File: src/rtl/bist_pkg.sv
// Shared types for the LBIST sequencer.
// Holds the session FSM state encoding.
package bist_pkg;
  localparam int ST_W = 3;

  typedef enum logic [ST_W-1:0] {
    IDLE,
    SETUP,
    RUN,
    DRAIN,
    DONE
  } state_t;
endpackage

File: src/rtl/sat_counter.sv
// Up-counter that sticks at all-ones; clr wins over inc.
// Ports: clk, rst (sync, high), clr, inc, count[W-1:0].
module sat_counter #(
  parameter int W = 8
) (
  input  logic         clk,
  input  logic         rst,
  input  logic         clr,
  input  logic         inc,
  output logic [W-1:0] count
);
  logic [W-1:0] r_count;

  always_ff @(posedge clk) begin
    if (rst || clr) begin
      r_count <= '0;
    end else if (inc && (r_count != '1)) begin
      r_count <= r_count + W'(1);
    end
  end

  assign count = r_count;
endmodule

File: src/rtl/bist_sequencer.sv
// LBIST session sequencer: TPG setup/run, ORA result gathering.
// Ports: clk/rst, start handshake, TPG ctrl, ORA in, result outs.
module bist_sequencer
  import bist_pkg::*;
#(
  parameter int N_CH         = 4,
  parameter int ERR_BITS     = 8,
  parameter int PAT_BITS     = 16,
  parameter int SETUP_CYCLES = 10
) (
  input  logic                     clk,
  input  logic                     rst,
  input  logic                     start,
  input  logic [PAT_BITS-1:0]      pat_count,
  input  logic                     stop_on_fail,
  input  logic                     tpg_end,
  input  logic                     cmp_valid,
  input  logic [N_CH-1:0]          ora_res,
  output logic                     tpg_reset,
  output logic                     tpg_en,
  output logic                     busy,
  output logic                     done,
  output logic                     pass,
  output logic                     aborted,
  output logic [N_CH-1:0]          fail_map,
  output logic [N_CH*ERR_BITS-1:0] err_count,
  output logic [PAT_BITS-1:0]      pat_cmp
);
  localparam int SW  = $clog2(SETUP_CYCLES + 1);
  localparam int PW1 = PAT_BITS + 1;

  state_t              r_state;
  state_t              w_next;
  logic [PAT_BITS-1:0] r_cnt;
  logic                r_stop;
  logic [PAT_BITS-1:0] r_issued;
  logic [SW-1:0]       r_setup;
  logic [N_CH-1:0]     r_fail;
  logic                r_aborted;
  logic                r_done;

  logic                w_accept;
  logic                w_cmp;
  logic                w_abort;
  logic [PW1-1:0]      w_iss_nx;
  logic [PW1-1:0]      w_cmp_nx;
  logic [PAT_BITS-1:0] w_pat;

  assign w_accept = start &&
    ((r_state == IDLE) || (r_state == DONE));
  assign w_cmp = cmp_valid &&
    ((r_state == RUN) || (r_state == DRAIN));
  assign w_abort = w_cmp && r_stop && (|ora_res);
  assign w_iss_nx = {1'b0, r_issued} + PW1'(1);
  // Lookahead so DONE follows the edge that registers the last compare
  assign w_cmp_nx = {1'b0, w_pat} + PW1'(w_cmp);

  always_comb begin
    w_next = r_state;
    unique case (r_state)
      IDLE, DONE: begin
        if (start) w_next = SETUP;
      end
      SETUP: begin
        if (r_setup == SW'(SETUP_CYCLES - 1)) begin
          w_next = (r_cnt == '0) ? DRAIN : RUN;
        end
      end
      RUN: begin
        if (w_abort) begin
          w_next = DONE;
        end else if ((w_iss_nx == {1'b0, r_cnt}) || tpg_end) begin
          w_next = DRAIN;
        end
      end
      DRAIN: begin
        if (w_abort || (w_cmp_nx == {1'b0, r_issued})) begin
          w_next = DONE;
        end
      end
      default: w_next = IDLE;
    endcase
  end

  always_ff @(posedge clk) begin
    if (rst) begin
      r_state   <= IDLE;
      r_cnt     <= '0;
      r_stop    <= 1'b0;
      r_issued  <= '0;
      r_setup   <= '0;
      r_fail    <= '0;
      r_aborted <= 1'b0;
      r_done    <= 1'b0;
    end else begin
      r_state <= w_next;
      r_done  <= (w_next == DONE) && (r_state != DONE);
      if (w_accept) begin
        r_cnt     <= pat_count;
        r_stop    <= stop_on_fail;
        r_issued  <= '0;
        r_setup   <= '0;
        r_fail    <= '0;
        r_aborted <= 1'b0;
      end else begin
        if (r_state == SETUP) r_setup <= r_setup + SW'(1);
        if (r_state == RUN) r_issued <= r_issued + PAT_BITS'(1);
        if (w_cmp) r_fail <= r_fail | ora_res;
        if (w_abort) r_aborted <= 1'b1;
      end
    end
  end

  for (genvar i = 0; i < N_CH; i++) begin : g_ch
    sat_counter #(.W(ERR_BITS)) u_err (
      .clk   (clk),
      .rst   (rst),
      .clr   (w_accept),
      .inc   (w_cmp && ora_res[i]),
      .count (err_count[i*ERR_BITS +: ERR_BITS])
    );
  end

  sat_counter #(.W(PAT_BITS)) u_pat (
    .clk   (clk),
    .rst   (rst),
    .clr   (w_accept),
    .inc   (w_cmp),
    .count (w_pat)
  );

  assign pat_cmp   = w_pat;
  assign tpg_reset = (r_state == SETUP);
  assign tpg_en    = (r_state == RUN);
  assign busy      = (r_state == SETUP) || (r_state == RUN) ||
                     (r_state == DRAIN);
  assign done      = r_done;
  assign pass      = (r_state == DONE) && (r_fail == '0);
  assign aborted   = r_aborted;
  assign fail_map  = r_fail;
endmodule
File: config.mk
export PLATFORM = sky130hd
export DESIGN_NAME = bist_sequencer
export DESIGN_NICKNAME = d
export VERILOG_FILES = /design/src/rtl/bist_pkg.sv /design/src/rtl/sat_counter.sv /design/src/rtl/bist_sequencer.sv
export SDC_FILE = /design/constraint.sdc
export NUM_CORES = 1
export LEC_CHECK = 0
export ABC_AREA = 1
export ABC_CLOCK_PERIOD_IN_PS = 4850
export BUFFER_PORTS_ARGS = -buffer_cell sky130_fd_sc_hd__buf_2
export CAP_MARGIN = 20
export CORE_MARGIN = 2
export CORE_UTILIZATION = 50
export DETAILED_ROUTE_END_ITERATION = 6
export MAX_ROUTING_LAYER = met4
export PLACE_DENSITY = 0.72
export SLEW_MARGIN = 15
export SYNTH_ARGS = -nofsm -noshare
export SYNTH_HDL_FRONTEND = slang
export SYNTH_SLANG_ARGS = --single-unit
File: constraint.sdc
create_clock -name clk -period 4.85 [get_ports clk]
set_clock_uncertainty 0.1 [all_clocks]
set_input_delay 1.2125 -clock clk [delete_from_list [all_inputs] [get_ports clk]]
set_output_delay 1.2125 -clock clk [all_outputs]
set_load 0.02 [all_outputs]
# After elaboration in Yosys (flattened, before gate mapping)
# Cells that the tools add are included.
[word_totals]
register_bits = 94
word_cells = 72
input_bits = 26
[op_classes]
n_reduce_logical = 28
add_sub_neg = 9
bitwise = 1
eq_ne = 14
n_mux = 7
[ops]
columns = ["op", "n"]
rows = [
  ["17-bit by 16-bit equality test with 1-bit output", 2],
  ["16-bit by 1-bit adder with 16-bit output (second input constant)", 2],
  ["8-bit by 1-bit adder with 8-bit output (second input constant)", 4],
  ["8-bit inequality test (second input constant)", 4],
  ["16-bit by 1-bit adder with 17-bit output", 1],
  ["16-bit by 1-bit adder with 17-bit output (second input constant)", 1],
  ["16-bit logical NOT", 1],
  ["16-bit inequality test (second input constant)", 1],
  ["1-bit logical AND", 15],
  ["3-bit 2-to-1 mux", 5],
  ["3-bit one-hot mux with 4 select lines", 1],
  ["1-bit logical OR", 7],
  ["3-bit by 2-bit equality test with 1-bit output (second input constant)", 2],
  ["3-bit equality test (second input constant)", 2],
  ["4-bit by 1-bit adder with 4-bit output (second input constant)", 1],
  ["4-bit equality test (second input constant)", 1],
  ["4-bit logical NOT", 1],
  ["4-bit OR", 1],
  ["2-bit OR reduction", 2],
  ["4-bit OR reduction", 1],
  ["3-bit by 1-bit equality test with 1-bit output (second input constant)", 1],
  ["3-bit logical NOT", 1],
  ["3-bit inequality test (second input constant)", 1],
  ["1-bit 2-to-1 mux", 1],
]

# Logic depth before layout (Yosys ltp)
[logic_depth]
word_depth = 10
ltp_mapped = 19
depth_no_buf = 19

# Cells and area by module
# From an unflattened synthesis, not the netlist that was laid out.
[hier_totals]
hier_cells = 952
hier_area_um2 = 5962.0
[modules_own_cells]
columns = ["mod", "seq_area_each_um2", "instances", "area_per_inst_um2", "cells_per_inst"]
rows = [
  ["bist_sequencer", 920.9, 1, 3219.3, 535],
  ["sat_counter (g_ch[0].u_err ...)", 160.2, 4, 447.9, 67],
  ["sat_counter (u_pat)", 320.3, 1, 950.9, 149],
]

# Worst setup path after synthesis
# No wires, ideal clock.
[synth_timing]
kind = "input-to-reg"
from = "input cmp_valid"
to = "register r_state[0]"
arrival_ns = 2.741
path_stages = 15
setup_slack_ns = 1.896
cell_sequence = "inv_1 -> nor2_8 -> ha_1 -> ha_1 -> inv_1 -> nor2_1 -> nand2_1 -> xnor2_1 -> nand3_1 -> nor2_1 -> nand3_2 -> nand3_1 -> nand2_1 -> clkinv_1 -> a21oi_2"
[synth_via]
elab_chain_cells = 6
word_cells_on_any_way = 9
classes_between = "1 x add/sub; 1 x eq/ne; 3 x mux; 4 x reduce/logical"
[synth_lines]
columns = ["item", "line", "text"]
rows = [
  ["start, declared", "bist_sequencer.sv:17", "input logic cmp_valid,"],
  ["1-bit logical AND (*)", "bist_sequencer.sv:51", "assign w_cmp = cmp_valid &&"],
  ["16-bit by 1-bit adder with 17-bit output or 1-bit logical AND (tied branches)", "bist_sequencer.sv:56, bist_sequencer.sv:53", ""],
  ["17-bit by 16-bit equality test with 1-bit output or 1-bit logical AND (tied branches)", "bist_sequencer.sv:77, bist_sequencer.sv:53", ""],
  ["1-bit logical OR", "bist_sequencer.sv:77", "if (w_abort || (w_cmp_nx == {1'b0, r_issued})) begin"],
  ["3-bit 2-to-1 mux", "bist_sequencer.sv:77", ""],
  ["3-bit one-hot mux with 4 select lines (*)", "bist_sequencer.sv:60", "unique case (r_state)"],
  ["end signal, assigned", "bist_sequencer.sv:96", "r_state <= w_next;"],
  ["end, declared", "bist_sequencer.sv:32", "state_t r_state;"],
]
# Mark *: on every way between the ends. The rest lies on a longest branch, timed or not.
# A chain may end at the register's enable or synchronous reset.

# Worst setup path after layout
[layout_timing]
from = "input start"
to = "register g_ch[2].u_err.r_count[4]"
[layout_via]
elab_chain_cells = 2
[layout_lines]
columns = ["item", "line", "text"]
rows = [
  ["start, declared", "bist_sequencer.sv:13", "input logic start,"],
  ["1-bit logical AND", "bist_sequencer.sv:49", "assign w_accept = start &&"],
  ["1-bit logical OR", "sat_counter.sv:15", "if (rst || clr) begin"],
  ["end signal, assigned", "sat_counter.sv:18", "r_count <= r_count + W'(1);"],
  ["end, declared", "sat_counter.sv:12", "logic [W-1:0] r_count;"],
]
# Every way passes these cells.

==> results.yml <==
status:
  outcome: "complete, no violations"
sta:
  max_freq_mhz: 315
  holdWs_ps: 367
  finalSetupViolCount: 0
  finalHoldViolCount: 0
  fin_crit_ps: 3180
  rsz0062_at_grt: "no"
  setup-tns-final_ps: 0
  max_slew.worst_pin.slew_ps: 755
  relSlewSlack_pct: 49.6
  drv_slew: 0
  finalCritPeriodShare_pct: 65.5
floorplan:
  dieArea_um2: 11500
  fp.dieW_um: 107
  ios: 84
  row_count: 37
  start_util_pct: 51.6
  die_h_um: 107
  design.core.area_um2: 10300
clocking:
  clockBufferDepth: 2
  clockRootBuffer: "clkbuf_8"
  cts_made_buffers: 9
  path_clk_slew_ps: 100
  cts_sinks: 94
  ctsHoldBuffers: 0
  cts_tree: "done"
  post_cts_buffers: 0
  cts_resized: 0
  htreeDepth: 3
  insertion_delay_ps: 370
synthesis:
  yosysSeqAreaShare_pct: 35.3
  synth_ff_type: "dfxtp_1"
  ys.warnings.count: 0
  synth.avg_cell_area_um2: 6.71
  syn_nets: 830
  ys_seq_elements: 94
  synth_cell_types: 41
  synth_cells: 794
  syn_area_um2: 5330
  synth-edff-count: 0
  async_reset_ff_share_pct: 0
finish:
  area_growth_pct: 13.7
  final_cell_mix: "nand2_1, inv_1, dfxtp_1"
  final_cell_area_um2: 6050
  drive_above_1_share_pct: 16.7
  antennaDiodeCount: 0
  final_common_cell: "nand2_1"
  nets: 912
setup_path:
  cp_slowest_cell: "nand2_1"
  slowest_delay_ps: 550
  critPathTopFamily: "simple AND/OR/NAND/NOR gates"
  cp_data_required_time_ps: 5020
  worst-setup-path-type: "in2reg"
  cp_data_arrival_time_ps: 3350
  rrSetupSlack_ps: 2130
  cp-start-kind: "primary input"
  cp_common_cell: "inv_2"
  critPathMaxFanout: 29
  path_buf_inv: 3
  crit_chain: "buf_2 > nand2_1 > inv_2 > nor2_4 > inv_2 > a211oi_1"
  crit_path_end_kind: "flip-flop"
route:
  num_vias: 5231
  viasPerCell: 5.15
  wire_per_inst_um: 12.7
  ant_nets: 0
  first_pass_iters: 5
  drc: 0
  drt_iter0_drc: 245
  wirelength_um: 12900
place:
  postPlaceCellArea_um2: 5870
  finalWeightedCongestion: 0.946
  io_buffers: 83
  place_hpwl_um: 9890
power_and_ir_drop:
  peakVddDrop_uv: 125
  p_leak_nw: 2.75
  power_mw: 1.42
  power_per_cell_area_nw_per_um2: 234
global_route:
  antenna_found_initial: 0
  grt_pass1_wl_um: 21500
  grt_pass1_vias: 4762
  overflow: 0
  grt_max_degree: 30
  grt_use_total_pct: 23.9
run:
  cap_violations: 0
worst_hold_path:
  min_path_type: "reg2reg"
-- layer usage --
layer	wire (µm)	vias to the layer above	track usage, %
li1	-	2742	-
met1	6030	2356	29.5
met2	5970	114	39.9
met3	641	19	4.01
met4	231	0	7.42
met5	0	-	-
-- worst register-to-register path, stage by stage, from the launching register on --
cell	delay (ps)
dfxtp_1	390
nor2_1	90
nand2_1	560
inv_2	230
nor2_4	520
inv_2	390
a211oi_1	340
-- final cells by class --
type | instances | area [µm²]
sequential | 94 | 1880
timing repair buffer | 85 | 430
clock buffer | 10 | 128
clock inverter | 5 | 60.1
multi-input combinational | 560 | 2910
inverter | 126 | 473
tap | 136 | 170
fill | 985 | 4270
-- stage by stage --
| step | cells | setup WS, ps | util, % |
|---|---|---|---|
| 2_1_floorplan | 794 | 1900 | - |
| 3_3_place_gp | 1001 | 1390 | 56.8 |
| 3_5_place_dp | 1001 | 1240 | 56.8 |
| 4_1_cts | 1016 | 1650 | 58.6 |
| 5_1_grt | 1016 | 1410 | 58.6 |
| 6_report | 1016 | 1670 | 58.6 |
-- Yosys cell counts, types with 2 or more instances --
library cell,number,share of area [%]
a211oi_1,2,0.28
a21oi_1,67,6.3
buf_2,6,0.56
clkbuf_1,7,0.49
dfxtp_1,94,35
ha_1,10,2.3
inv_1,118,8.3
inv_2,7,0.49
nand2_1,165,12
nand2_2,11,1.3
nand2_4,2,0.42
nand3_1,55,5.2
nand3_2,3,0.56
nand4_1,11,1.3
nor2_1,81,5.7
nor2_2,7,0.82
nor2_4,10,2.1
nor3_1,12,1.1
nor3_2,3,0.56
nor3b_1,3,0.42
nor4_1,10,1.2
o211ai_1,4,0.56
o21a_1,8,1.1
o21ai_0,60,5.6
o21ai_1,6,0.56
o21bai_1,2,0.28
xnor2_1,7,1.2
xor2_1,10,1.6
-- where the power goes --
part           internal (mW)  leakage (nW)  switching [mW]
Clock                  0.238        0.0927           0.282
Sequential             0.786         0.761          0.0128
Combinational         0.0369          1.90          0.0624
-- flip-flops by register name, indices dropped and copies added (netlist names) --
name	flops
g_ch.u_err.count	32
r_cnt	16
r_issued	16
u_pat.count	16
fail_map	4
r_setup	4
r_state	3
aborted	1
done	1
r_stop	1
-- worst paths after layout --
kind,cells past startpoint,startpoint,end
worst max-delay path,6,start,g_ch[2].u_err.count[4]
worst min register to register,2,g_ch[3].u_err.count[4],g_ch[3].u_err.count[4]
worst min-delay path,2,g_ch[3].u_err.count[4],g_ch[3].u_err.count[4]
worst max register to register,6,r_state[1],g_ch[2].u_err.count[4]
-- cell families (layout without fill, tap and decap cells) --
group	after synthesis	after routing	share of synthesized area, %
simple gates	377	377	33.1
compound gates	154	154	15.6
buf+inv	140	226	10.0
flops	94	94	35.3
xor+xnor	19	19	3.66
fa+ha+maj	10	10	2.35
Power figures use the tool's default switching activity.
